$ cat src/rtl/dtree_feature_loader.sv
// Byte-stream front end for the combinational decision-tree core: assembles N_FEAT feature
// beats onto a parallel bus, holds it for SETTLE cycles, then returns the sampled class.
module dtree_feature_loader #(
  parameter int N_FEAT = 5,
  parameter int FEAT_W = 8,
  parameter int OUT_W  = 1,
  parameter int SETTLE = 4,
  parameter int CNT_W  = 16
) (
  input  logic                     clk,
  input  logic                     rst,
  input  logic [FEAT_W-1:0]        in_data,
  input  logic                     in_valid,
  input  logic                     in_last,
  output logic                     in_ready,
  output logic [N_FEAT*FEAT_W-1:0] feat_bus,
  input  logic [OUT_W-1:0]         tree_out,
  output logic [OUT_W-1:0]         res_data,
  output logic                     res_valid,
  input  logic                     res_ready,
  output logic                     frame_err,
  output logic [CNT_W-1:0]         sample_cnt
);

  localparam int IDX_W = (N_FEAT > 1) ? $clog2(N_FEAT) : 1;
  localparam int SET_W = (SETTLE > 1) ? $clog2(SETTLE) : 1;
  localparam logic [IDX_W-1:0] LAST_IDX = IDX_W'(N_FEAT - 1);
  localparam logic [SET_W-1:0] LAST_SET = SET_W'(SETTLE - 1);

  typedef enum logic [1:0] {
    S_LOAD,
    S_SETTLE,
    S_RESULT
  } state_t;

  state_t           state;
  state_t           state_next;
  logic [IDX_W-1:0] idx;
  logic [SET_W-1:0] settle_cnt;
  logic             accept;
  logic             at_last_slot;
  logic             settle_done;

  // in_ready depends only on state, so upstream never sees a path from in_valid.
  assign in_ready     = (state == S_LOAD);
  assign accept       = in_valid & in_ready;
  assign at_last_slot = (idx == LAST_IDX);
  assign settle_done  = (settle_cnt == LAST_SET);

  always_ff @(posedge clk) begin
    if (rst) begin
      state <= S_LOAD;
    end else begin
      state <= state_next;
    end
  end

  always_comb begin
    // NOTE: every combinational output gets a default first so no path infers a latch.
    state_next = state;
    unique case (state)
      S_LOAD: begin
        if (accept && at_last_slot) begin
          state_next = S_SETTLE;
        end
      end
      S_SETTLE: begin
        if (settle_done) begin
          state_next = S_RESULT;
        end
      end
      S_RESULT: begin
        if (res_ready) begin
          state_next = S_LOAD;
        end
      end
      default: state_next = S_LOAD;
    endcase
  end

  // NOTE: all sequential state uses non-blocking assignments so every register samples
  // the pre-edge values regardless of statement order.
  always_ff @(posedge clk) begin
    if (rst) begin
      idx        <= '0;
      settle_cnt <= '0;
      feat_bus   <= '0;
      res_data   <= '0;
      res_valid  <= 1'b0;
      frame_err  <= 1'b0;
      sample_cnt <= '0;
    end else begin
      unique case (state)
        S_LOAD: begin
          settle_cnt <= '0;
          if (accept) begin
            feat_bus[idx*FEAT_W +: FEAT_W] <= in_data;
            if (at_last_slot) begin
              // Missing in_last still completes the sample; the stream resyncs next beat.
              idx <= '0;
              if (!in_last) begin
                frame_err <= 1'b1;
              end
            end else if (in_last) begin
              // Early in_last abandons the partial sample; written slots keep their data.
              idx       <= '0;
              frame_err <= 1'b1;
            end else begin
              idx <= idx + IDX_W'(1);
            end
          end
        end
        S_SETTLE: begin
          if (settle_done) begin
            settle_cnt <= '0;
            res_data   <= tree_out;
            res_valid  <= 1'b1;
          end else begin
            settle_cnt <= settle_cnt + SET_W'(1);
          end
        end
        S_RESULT: begin
          if (res_ready) begin
            res_valid  <= 1'b0;
            sample_cnt <= sample_cnt + CNT_W'(1);
          end
        end
        default: begin
          idx        <= '0;
          settle_cnt <= '0;
        end
      endcase
    end
  end

endmodule

$ cat config.mk
export PLATFORM = sky130hd
export DESIGN_NAME = dtree_feature_loader
export DESIGN_NICKNAME = d
export VERILOG_FILES = /design/src/rtl/dtree_feature_loader.sv
export SDC_FILE = /design/constraint.sdc
export NUM_CORES = 1
export LEC_CHECK = 0
export BUFFER_PORTS_ARGS = -buffer_cell sky130_fd_sc_hd__buf_2
export CAP_MARGIN = 20
export CORE_MARGIN = 2
export CORE_UTILIZATION = 45
export CTS_CLUSTER_SIZE = 20
export DETAILED_ROUTE_END_ITERATION = 10
export PLACE_DENSITY = 0.7
export REMOVE_ABC_BUFFERS = 1
export SETUP_SLACK_MARGIN = 0.02
export SLEW_MARGIN = 20
export SYNTH_ARGS = -nofsm -noshare
export SYNTH_HDL_FRONTEND = slang
export SYNTH_SLANG_ARGS = --single-unit
$ cat constraint.sdc
create_clock -name clk -period 4.6 [get_ports clk]
set_input_delay 0.92 -clock clk [delete_from_list [all_inputs] [get_ports clk]]
set_output_delay 0.92 -clock clk [all_outputs]
set_load 0.03 [all_outputs]
# [Word-level counts from Yosys, hierarchy flattened]
# Index checks and enable logic that the tools add are counted.
[classes] n_mux=17 n_reduce_logical=12 addsub=4 bitwise_logic=2 shifts=2 eq_ne=9
[op_table] operator="bitwise mux 40 bit" n=1
[op_table] operator="variable shift 8 x 34 -> 40 bit, first input constant" n=1
[op_table] operator="variable part select 8 x 34 -> 40 bit" n=1
[op_table] operator="negator 6 -> 34 bit" n=1
[op_table] operator="adder 16 x 1 -> 16 bit, second input constant" n=1
[op_table] operator="2-to-1 mux 3 bit" n=3
[op_table] operator="2-to-1 mux 2 bit" n=4
[op_table] operator="AND reduction 2 bit" n=4
[op_table] operator="!= test 2 bit, second input constant" n=3
[op_table] operator="case mux 2 bit (3 select lines)" n=1
[op_table] operator="case mux 3 bit (2 select lines)" n=1
[op_table] operator="AND reduction 3 bit" n=2
[op_table] operator="2-to-1 mux 1 bit" n=5
[op_table] operator="equality test 2 bit, second input constant" n=2
[op_table] operator="!= test 2 x 1 -> 1 bit, second input constant" n=2
[op_table] operator="case mux 2 bit (2 select lines)" n=1
[op_table] operator="AND reduction 4 bit" n=1
[op_table] operator="nonzero test 2 bit" n=2
[op_table] operator="adder 3 x 1 -> 3 bit, second input constant" n=1
[op_table] operator="equality test 3 bit, second input constant" n=1
[op_table] operator="adder 2 x 1 -> 2 bit, second input constant" n=1
[op_table] operator="equality test 2 x 1 -> 1 bit, second input constant" n=1
[op_table] operator="zero test 2 bit" n=1
[op_table] operator="case mux 1 bit (2 select lines)" n=1
[op_table] operator="4 further kinds" n=4
[word_totals] in_bits=14 word_cells=54 output_inout_bits=60 reg_bits=66

# [Depth between registers and ports, before layout]
# Gate-level depths: netlist of the first run.
[logic_depth] depth_word=5 depth_mapped=8 ltp_nobuf=7

# [Worst setup path after synthesis of the first run]
# OpenSTA, ideal clock, no wires.
[synth_path] kind="flip-flop to flip-flop" startpoint="register idx[0]" endpoint="register feat_bus[20]" path_stages_with_launch=8 path_buffers=0 setup_time_ns=0.128 path_slack_ns=2.284 period_less_slack_ns=2.316 required_ns=4.472 arrival_time_ns=2.188 path_cell_list="dfxtp_1 > inv_1 > ha_1 > ha_1 > nand4b_4 > nor4_4 > mux2i_1 > nor2_1"
[synth_between] elab_chain_len=3 elab_cells_between_ends=4 classes_between="add/sub (1); shift (2); mux (1)"
[synth_lines] element="start, declared" line="38" text="logic [IDX_W-1:0] idx;"
[synth_lines] element="start signal, assigned" line="109" text="idx <= idx + IDX_W'(1);"
[synth_lines] element="negator 6 -> 34 bit *" line="97" text="feat_bus[idx*FEAT_W +: FEAT_W] <= in_data;"
[synth_lines] element="variable part select 8 x 34 -> 40 bit or variable shift 8 x 34 -> 40 bit (tied branches)" line="97"
[synth_lines] element="bitwise mux 40 bit *" line="97"
[synth_lines] element="end signal, assigned by index" line="97"
[synth_lines] element="end, declared" line="16" text="output logic [N_FEAT*FEAT_W-1:0] feat_bus,"
# Mark *: on every way between the ends. The rest lies on a longest branch, timed or not.
# A chain may end at the register's enable or synchronous reset.

# [Worst setup path after layout of the first run]
[layout_path] startpoint="register idx[0]" endpoint="register feat_bus[16]"
# The elaborated chain is that of the path after synthesis.

==> results of run 1 <==
## final cells by class
type	instances	area (sq um)
inverter	12	45.04
sequential	66	1321
clock inverter	2	35.03
tap	77	96.34
clock buffer	13	168.9
multi-input combinational	206	1455
timing repair buffer	74	372.9
fill	594	2746
## power groups by stage
| stage | clock [W] | combinational (W) | sequential [W] |
|---|---|---|---|
| final | 0.000495 | 0.0000802 | 0.000583 |
| after floorplan | 0 | 0.0000375 | 0.000608 |
| after global placement | 0 | 0.0000793 | 0.000596 |
| after CTS | 0.000508 | 0.0000811 | 0.000583 |
| after detailed placement | 0 | 0.0000808 | 0.000596 |
| after global routing | 0.000536 | 0.0000877 | 0.000584 |
## state kept, by name (all words and copies together) (netlist names)
signal and flops:
state 2, frame_err 1, settle_cnt 2, idx 3, res_data 1, sample_cnt 16
feat_bus 40, res_valid 1
## cells in the mapped netlist, types with 2 or more instances
master    instances  area [sq um]
a21oi_1           7         35.03
and3_1            3         18.77
buf_1             2         7.510
buf_2             3         15.01
clkbuf_1          5         18.77
dfxtp_1          66          1321
ha_1             12         150.1
inv_1            11         41.29
mux2i_1          44         440.4
nand2_1           7         26.28
nand2b_1          2         12.51
nand3_1           7         35.03
nand4_1           2         12.51
nor2_1           67         251.5
nor2b_1           9         56.30
nor3_1            5         25.02
nor4_1            2         12.51
nor4_4            2         42.54
o21ai_0           2         10.01
or3_1             2         12.51
xnor2_1           8         70.07
xor2_1            5         43.79
## kinds of logic after synthesis
family          share of synthesized area
mux                                0.1538
buf+inv                           0.03016
flops                              0.4615
compound gates                    0.04502
xor+xnor                          0.03977
fa+ha+maj                         0.05245
simple gates                       0.2172
## worst paths after layout
kind	endpoint	start	slack, ns	depth (start not counted)
worst max register to register	feat_bus[16]$_SDFFE_PP0P_	idx[0]$_SDFFE_PP0P_	1.97	7
worst max-delay path	feat_bus[16]$_SDFFE_PP0P_	idx[0]$_SDFFE_PP0P_	1.97	7
worst min-delay path	res_data$_SDFFE_PP0P_	res_data$_SDFFE_PP0P_	0.46	2
worst min register to register	res_data$_SDFFE_PP0P_	res_data$_SDFFE_PP0P_	0.46	2
## critical path, delay by kind of cell, from the launching register on
family / cells / cell delay [ns]
adder cells (fa/ha/maj): 2 / 0.63
buffers and inverters: 1 / 0.18
flip-flops: 1 / 0.49
multiplexers: 1 / 0.26
AND/OR/NAND/NOR: 3 / 0.92
## routing by layer
| metal | share of wire | vias up | GRT usage |
|---|---|---|---|
| li1 | - | 1148 | - |
| met1 | 0.47 | 1036 | 0.2194 |
| met2 | 0.44 | 67 | 0.2829 |
| met3 | 0.074 | 8 | 0.07122 |
| met4 | 0.012 | 0 | 0.04839 |
| met5 | 0 | - | 0 |
## metrics by stage
step                      worst slack [ns]  utilization  hold slack (ns)  cell area, sq um
after CTS                            1.947       0.5599           0.4672              3495
after detailed placement             1.963       0.5273           0.4564              3291
after floorplan                      2.297            -           0.4606              2821
after global placement               1.998       0.5273           0.4420              3291
after global routing                 1.803       0.5599           0.5043              3495
final                                1.974       0.5599           0.4636              3495
==> run_results.csv, run 1 <==
group,metric,value,unit
place,dp_hpwl,4167,microns
floorplan,coreArea,6241,sq um
detailed_routing,wirelength,5954,microns
floorplan,die_area,7016,sq um
cts,cts_tree,"yes",
floorplan,die_w,83.76,microns
layout,syn2layout_area_growth,22.07,%
critical_path,criticalPathCategory,"flop to flop",
detailed_routing,initialDrtViolationCount,89,
logic_synthesis,synth_warnings,0,
layout,final_cell_mix,"73 x buf_2, 67 x nor2_1, 66 x dfxtp_1",
layout,fin_cells,450,
critical_path,crit_top_cell,"ha_1",
grt,grt_pass1_wl,9991,microns
floorplan,rows,29,
grt,grt_pass1_vias,2134,
detailed_routing,dr.pass1.iters,4,
grt,overflow,0,
power_and_ir_drop,power_frac_clock,0.427,
cts,cts_sinks,66,
power_and_ir_drop,p_int,0.0008975,W
logic_synthesis,yosysSeqAreaShare,0.4615,
layout,final_common_cell,"buf_2",
logic_synthesis,syn_inst,294,
detailed_routing,ant_nets,0,
sta,fmax,380.8,MHz
place,dp.cells,435,
critical_path,end_kind,"flop",
flow_run,cap_viol_max_count,0,
cts,cts.htree.levels,3,
cts,clkTransAtPathRegs,0.07,ns
detailed_routing,routed_via_density,5.020,
power_and_ir_drop,combPwrFrac,0.069,
critical_path,cpPeakStageDelay,0.70,ns
cts,postCtsResizedCells,0,
place,port_buffers,73,
place,place.gp.congestion,0.7901,
grt,grt_usage,0.1761,
sta,worst_slew_pin_slew,0.7853,ns
critical_path,start_kind,"flop",
logic_synthesis,async_flop_share,0,
power_and_ir_drop,leakage,1.597,nW
grt,grt_max_degree,40,
layout,nets,395,
critical_path,path_max_fanout,8,
detailed_routing,post_drt_wl_per_cell,13.23,microns
power_and_ir_drop,sw_frac_of_total,0.2253,
layout,n_antenna_cell,0,
layout,drive_gt1_frac,0.2654,
logic_synthesis,syn_area,2863,sq um
floorplan,initial_core_util,0.4587,
power_and_ir_drop,switchingPower,0.0002610,W
critical_path,slowest_stage,"nor4_4",
cts,cts.hold.buffers_added,0,
logic_synthesis,yosysUniqueCellTypes,43,
power_and_ir_drop,power,0.001159,W
critical_path,critical_path_arrival,2.83,ns
floorplan,die_h,83.76,microns
hold_path,hp-class,"flop to flop",
logic_synthesis,synth_edf_count,0,
power_and_ir_drop,power_density,331.5,nW/um^2
sta,hold_viol_final,0,
cts,cts_buffers,9,
power_and_ir_drop,seqPwrFrac,0.504,
sta,drv_slew,0,
detailed_routing,drc_errors,0,
logic_synthesis,synth_flop_cell,"dfxtp_1",
power_and_ir_drop,peakVddDrop,0.0002924,V
outcome,status,"completed",
cts,cts-root-buf,"clkbuf_8",
sta,fin_crit_sh,0.5708,
sta,tns,0,ns
floorplan,ios,74,
critical_path,crit_chain,"inv_1, ha_1, ha_1, nand4b_4, nor4_4, mux2i_1, nor2_1",
sta,relSlewSlack,0.4725,
cts,clk_latency,0.34,ns
grt,antenna_found_initial,0,
cts,clk_path_buf_depth,2,
logic_synthesis,syn_area_per_cell,9.737,sq um
sta,rsz0062_at_grt,"no",
cts,post-cts-setup-buffers,0,
logic_synthesis,synth_seq_cells,66,
detailed_routing,vias,2259,
sta,layout_min_cycle_time,2.626,ns
sta,finClkSkew,0.007165,ns
sta,setup_viol,0,
critical_path,critical_path_required,4.81,ns
Power figures use the tool's default switching activity.
==> run 2: changes to the inputs <==
==> constraint.sdc (replaced) <==
create_clock -name clk -period 2.75 [get_ports clk]
set_input_delay 0.55 -clock clk [delete_from_list [all_inputs] [get_ports clk]]
set_output_delay 0.55 -clock clk [all_outputs]
set_load 0.03 [all_outputs]
==> run 2 against run 1 <==
  * Die area did not move
  * Global-route usage fell by 0.15 points
  * Clock power rose by 59%
  * Clock-buffer cell count fell by 4
  * Sequential power rose by 67%
  * Clock skew fell by 0.0030 ns
  * Worst hold slack got worse by 0.0065 ns
  * Wire length fell by 0.40%
  * Final cell count rose by 1.1%
  * Total power rose by 64%
  * Largest cell class unchanged
==> run_results.csv, run 2 (same netlist as run 1, synthesis figures left out) <==
group,metric,value,unit
outcome,status,"completed",
layout,n_antenna_cell,0,
layout,regArea,1321,sq um
grt,grt_pass1_wl,10100,microns
floorplan,coreArea,6241,sq um
layout,multi_input_area,1455,sq um
sta,tns,0,ns
layout,reg_top3,"feat_bus: 40 flops, sample_cnt: 16 flops, idx: 3 flops",
layout,syn2layout_area_growth,22.77,%
layout,fin_cells,455,
power_and_ir_drop,leakage,1.600,nW
detailed_routing,vias,2268,
detailed_routing,ant_nets,0,
cts,cts.hold.buffers_added,0,
layout,fin_util,0.5632,
flow_run,cap_viol_max_count,0,
detailed_routing,wl_met2,2731,microns
sta,finClkSkew,0.004177,ns
critical_path,criticalPathCategory,"flop to flop",
critical_path,crit_top_cell,"ha_1",
cts,cts-root-buf,"clkbuf_8",
hold_path,hp-class,"input pin to flop",
critical_path,start_kind,"flop",
sta,fmax,402.0,MHz
grt,antenna_found_initial,0,
place,dp_hpwl,4310,microns
cts,cts_buffers,9,
grt,grt_usage,0.1747,
detailed_routing,post_drt_wl_per_cell,13.03,microns
sta,worst_slew_pin_slew,0.6033,ns
detailed_routing,routed_via_density,4.985,
critical_path,critical_path_arrival,2.70,ns
layout,final_cell_mix,"73 x buf_2, 67 x nor2_1, 66 x dfxtp_1",
floorplan,ios,74,
sta,fin_crit_sh,0.9046,
layout,largest_reg_flops,40,
layout,top_register,"feat_bus",
detailed_routing,initialDrtViolationCount,90,
floorplan,die_area,7016,sq um
critical_path,end_kind,"flop",
grt,overflow,0,
place,dp.cells,439,
layout,fillers,592,
sta,layout_min_cycle_time,2.488,ns
cts,post-cts-setup-buffers,0,
cts,clkTransAtPathRegs,0.07,ns
sta,drv_slew,0,
detailed_routing,routed.top_layer,"met4",
grt,grt_max_degree,44,
power_and_ir_drop,power_density,539.6,nW/um^2
critical_path,path_max_fanout,8,
detailed_routing,dr.pass1.iters,4,
floorplan,rows,29,
sta,setup_viol,0,
floorplan,initial_core_util,0.4587,
cts,clk_path_buf_depth,2,
cts,clk_latency,0.34,ns
cts,cts_tree,"yes",
detailed_routing,wl_met1,2760,microns
critical_path,crit_chain,"inv_1, ha_1, ha_1, nand4b_4, or3_1, mux2i_1, nor2_1",
critical_path,slowest_stage,"or3_1",
layout,final_common_cell,"buf_2",
sta,relSlewSlack,0.5965,
grt,grt_pass1_vias,2170,
sta,rsz0062_at_grt,"no",
layout,drive_gt1_frac,0.2778,
layout,nets,399,
floorplan,die_h,83.76,microns
critical_path,cpPeakStageDelay,0.58,ns
power_and_ir_drop,peakVddDrop,0.0003194,V
floorplan,die_w,83.76,microns
sta,hold_viol_final,0,
detailed_routing,wirelength,5930,microns
cts,postCtsResizedCells,0,
place,place.gp.congestion,0.7866,
cts,cts_sinks,66,
detailed_routing,dr_wl_met3,409,microns
place,port_buffers,73,
cts,cts.htree.levels,3,
critical_path,critical_path_required,2.96,ns
detailed_routing,drc_errors,0,
[run 2: changes by cell type in the layout (fill, tap and decap cells not counted)]
cell        change
clkbuf_8        -3
buf_4           +4
clkbuf_1        -1
clkinv_2        +1
clkinvlp_4      +4
[run 2: power breakdown]
part	total (W)	switching [W]	internal (W)
clock network	0.000786	0.000372	0.000414
registers	0.000975	0.00000727	0.000967
logic	0.000136	0.0000880	0.0000482
total	0.00190	0.000467	0.00143
[run 2: final cells by class]
class,instances,area share
repair buffers,78,0.1146
inverters,12,0.01282
multi-input cells,206,0.4140
flip-flops and latches,66,0.3759
clock buffers,9,0.03524
well taps,77,0.02741
clock inverters,7,0.01994
[run 2: worst paths after layout]
check,cells after the start,startpoint,end,slack [ns]
max reg2reg,7,idx[0]$_SDFFE_PP0P_,feat_bus[13]$_SDFFE_PP0P_,0.26
min reg2reg,2,res_data$_SDFFE_PP0P_,res_data$_SDFFE_PP0P_,0.46
min,3,in_data[1],feat_bus[1]$_SDFFE_PP0P_,0.46
max,7,idx[0]$_SDFFE_PP0P_,feat_bus[13]$_SDFFE_PP0P_,0.26
[run 2: layer usage]
| layer | GRT usage | vias up |
|---|---|---|
| li1 | - | 1154 |
| met1 | 0.2244 | 1047 |
| met2 | 0.2873 | 64 |
| met3 | 0.06528 | 3 |
| met4 | 0.02639 | 0 |
| met5 | 0 | - |
[run 2: metrics by stage]
stage                     setup WS [ns]  total power [W]  area (sq um)  hold slack (ns)
after floorplan                  0.4473         0.001079          2821           0.4606
after global placement           0.3548         0.001132          3321           0.4404
after detailed placement         0.2696         0.001134          3321           0.4530
after CTS                        0.2547         0.001921          3515           0.4430
after global routing             0.1157         0.001969          3515           0.4411
final                            0.2623         0.001897          3515           0.4571
[run 2: worst max-delay path, delay by kind of cell (launching register included)]
| kind | cells | cell delay, ns |
|---|---|---|
| buf+inv | 1 | 0.19 |
| mux | 1 | 0.23 |
| flops | 1 | 0.50 |
| fa+ha+maj | 2 | 0.62 |
| simple gates | 3 | 0.81 |
==> run 3: changes to the inputs <==
--- a/config.mk
+++ b/config.mk
@@ -5,13 +5,14 @@
 export SDC_FILE = /design/constraint.sdc
 export NUM_CORES = 1
 export LEC_CHECK = 0
+export ABC_AREA = 1
 export BUFFER_PORTS_ARGS = -buffer_cell sky130_fd_sc_hd__buf_2
 export CAP_MARGIN = 20
 export CORE_MARGIN = 2
 export CORE_UTILIZATION = 45
 export CTS_CLUSTER_SIZE = 20
 export DETAILED_ROUTE_END_ITERATION = 10
-export PLACE_DENSITY = 0.7
+export PLACE_DENSITY = 0.69
 export REMOVE_ABC_BUFFERS = 1
 export SETUP_SLACK_MARGIN = 0.02
 export SLEW_MARGIN = 20
==> run 3 against run 2 <==
  * Sequential share of layout area down 1.9 points
  * Critical endpoint is now feat_bus[35]$_SDFFE_PP0P_
  * Critical path type unchanged
  * Via count grew 32%
  * Synthesized cell count rose by 49%
  * Wire length increased by 16%
  * Die area is 6.6% higher
  * Clock power rose by 5.2%
  * Total power rose by 50%
  * First-iteration DRC count increased by 30%
==> run_results.csv, run 3 <==
group,metric,value,unit
outcome,status,"completed",
cts,cts.hold.buffers_added,0,
floorplan,die_h,86.50,microns
sta,fin_crit_sh,0.8522,
critical_path,slowest_stage,"nor2_1",
critical_path,critical_path_arrival,2.59,ns
layout,reg_top3,"feat_bus: 40 flops, sample_cnt: 16 flops, idx: 3 flops",
cts,post-cts-setup-buffers,0,
layout,fin_cells,598,
layout,final_common_cell,"nor2_1",
logic_synthesis,syn_area_per_cell,7.009,sq um
sta,finClkSkew,0.01192,ns
sta,tns,0,ns
place,port_buffers,73,
floorplan,coreArea,6681,sq um
grt,overflow,0,
logic_synthesis,synth_seq_cells,66,
critical_path,reg2reg_from,"idx[0]$_SDFFE_PP0P_",
cts,cts_buffers,9,
layout,nets,539,
power_and_ir_drop,sw_frac_of_total,0.3820,
sta,drv_slew,0,
floorplan,rows,30,
floorplan,die_area,7482,sq um
sta,fmax,426.7,MHz
sta,setup_viol,0,
critical_path,crit_top_cell,"nor2_1",
power_and_ir_drop,switchingPower,0.001084,W
critical_path,crit_end,"feat_bus[35]$_SDFFE_PP0P_",
sta,layout_min_cycle_time,2.344,ns
logic_synthesis,syn_inst,437,
cts,clk_path_buf_depth,2,
layout,fillers,701,
cts,cts_sinks,66,
critical_path,r2r_end,"feat_bus[35]$_SDFFE_PP0P_",
layout,final_cell_mix,"114 x nor2_1, 73 x buf_2, 66 x dfxtp_1",
cts,clk_latency,0.35,ns
power_and_ir_drop,power_frac_clock,0.292,
cts,cts-root-buf,"clkbuf_8",
layout,n_antenna_cell,0,
layout,syn2layout_area_growth,20.79,%
critical_path,reg2regPathDepth,10,
detailed_routing,drc_errors,0,
detailed_routing,vias,2993,
logic_synthesis,syn_area,3063,sq um
layout,largest_reg_flops,40,
place,dp_slack,0.4190,ns
logic_synthesis,synth_flop_cell,"dfxtp_1",
sta,worst_slew_pin_slew,0.6016,ns
power_and_ir_drop,p_int,0.001754,W
place,dp.cells,582,
sta,hold_viol_final,0,
critical_path,reg2reg_slack,0.41,ns
layout,top_register,"feat_bus",
cts,cts_tree,"yes",
critical_path,criticalPathCategory,"flop to flop",
flow_run,cap_viol_max_count,0,
logic_synthesis,yosys.area.top_type,"dfxtp_1",
critical_path,path_max_fanout,11,
grt,grt_max_degree,32,
detailed_routing,routed_via_density,5.005,
logic_synthesis,synth_edf_count,0,
logic_synthesis,yosys-top-cells-area,"dfxtp_1 43%, nor2_1 14%, o21ai_0 7.8%, nand2_1 7.5%, a21oi_1 4.9%",
critical_path,start_kind,"flop",
place,place.gp.congestion,0.8833,
cts,postCtsResizedCells,0,
cts,cts.htree.levels,3,
detailed_routing,dr.pass1.iters,4,
sta,relSlewSlack,0.5968,
logic_synthesis,async_flop_share,0,
grt,antenna_found_initial,0,
power_and_ir_drop,leakage,1.660,nW
grt,grt_pass1_wl,11810,microns
critical_path,path_delay_family,"simple AND/OR/NAND/NOR gates",
power_and_ir_drop,combPwrFrac,0.320,
critical_path,cp_num_cells,10,
critical_path,critPathBufInv,3,
logic_synthesis,yosysUniqueCellTypes,26,
critical_path,crit_chain,"inv_2, ha_1, ha_1, inv_1, nor2_1, nand3_1, nor2_1, inv_1, nor2_1, nor2_1",
power_and_ir_drop,power_density,766.9,nW/um^2
detailed_routing,initialDrtViolationCount,117,
grt,grt_usage,0.1964,
sta,rsz0062_at_grt,"no",
power_and_ir_drop,seqPwrFrac,0.388,
detailed_routing,post_drt_wl_per_cell,11.46,microns
critical_path,end_kind,"flop",
logic_synthesis,yosysSeqAreaShare,0.4314,
critical_path,critical_path_required,2.99,ns
critical_path,crit_path_start,"idx[0]$_SDFFE_PP0P_",
floorplan,die_w,86.50,microns
place,dpl_cell_area,3496,sq um
layout,drive_gt1_frac,0.2046,
floorplan,initial_core_util,0.4584,
power_and_ir_drop,peakVddDrop,0.0005585,V
logic_synthesis,synth_warnings,0,
logic_synthesis,synth.most_common_cell,"nor2_1",
sta,layout_setup_ws,0.4064,ns
floorplan,ios,74,
detailed_routing,ant_nets,0,
place,dp_hpwl,5137,microns
cts,clkTransAtPathRegs,0.07,ns
layout,fin_area,3700,sq um
detailed_routing,wirelength,6854,microns
logic_synthesis,yosys.area.top_type_share,0.4314,
hold_path,hp-class,"flop to flop",
logic_synthesis,synth_common_cells,"114 x nor2_1, 66 x dfxtp_1, 61 x nand2_1, 48 x o21ai_0, 40 x inv_1",
grt,grt_pass1_vias,2725,
critical_path,cpPeakStageDelay,0.44,ns
[run 3: routing by layer]
metal	wire length (microns)	vias to the layer above	part of all wire	track usage
met4	140	0	0.020	0.08807
met2	3246	79	0.47	0.3294
li1	-	1557	-	-
met5	0	-	0	0
met1	3038	1343	0.44	0.2348
met3	429	14	0.063	0.05333
[run 3: worst min path at each step]
stage	slack (ns)	startpoint	end	depth (start not counted)
4_1_cts	0.45	tree_out	res_data$_SDFFE_PP0P_	3
3_3_place_gp	0.44	frame_err$_SDFFE_PP0P_	frame_err$_SDFFE_PP0P_	2
3_5_place_dp	0.44	frame_err$_SDFFE_PP0P_	frame_err$_SDFFE_PP0P_	2
5_1_grt	0.47	tree_out	res_data$_SDFFE_PP0P_	3
2_1_floorplan	0.44	settle_cnt[0]$_SDFFE_PP0P_	settle_cnt[0]$_SDFFE_PP0P_	2
6_report	0.45	frame_err$_SDFFE_PP0P_	frame_err$_SDFFE_PP0P_	2
[run 3: per-stage QoR]
step | hold WS, ns | power [W] | utilization
final | 0.4518 | 0.002837 | 0.5537
after global routing | 0.4687 | 0.003012 | 0.5537
after CTS | 0.4520 | 0.002857 | 0.5537
after detailed placement | 0.4436 | 0.002034 | 0.5232
after global placement | 0.4419 | 0.002016 | 0.5232
after floorplan | 0.4432 | 0.001801 | -
[run 3: kinds of logic after synthesis]
group,count (synthesis),share of synthesized area
DFF,66,0.4314
and+or+nand+nor,222,0.3121
AOI/OAI and AO/OA,84,0.1381
adders and majority gates,12,0.04902
buffers and inverters,53,0.06944
[run 3: worst min-delay path, stage by stage (launching register included)]
cell,delay [ns]
dfxtp_1,0.31
inv_1,0.05
a21oi_1,0.05
[run 3: layout make-up]
class,instances,area [sq um],area share
timing repair buffer,76,387.9,0.1048
clock inverter,6,66.31,0.01792
tap,80,100.1,0.02705
sequential,66,1321,0.3571
multi-input combinational,318,1529,0.4133
inverter,42,157.7,0.04261
clock buffer,10,137.6,0.03720
[run 3: power by group through the flow]
stage | clock network, W | registers, W | logic [W]
2_1_floorplan | 0 | 0.00127 | 0.000535
3_3_place_gp | 0 | 0.00112 | 0.000896
3_5_place_dp | 0 | 0.00112 | 0.000912
4_1_cts | 0.000842 | 0.00110 | 0.000914
5_1_grt | 0.000880 | 0.00111 | 0.00102
6_report | 0.000827 | 0.00110 | 0.000909
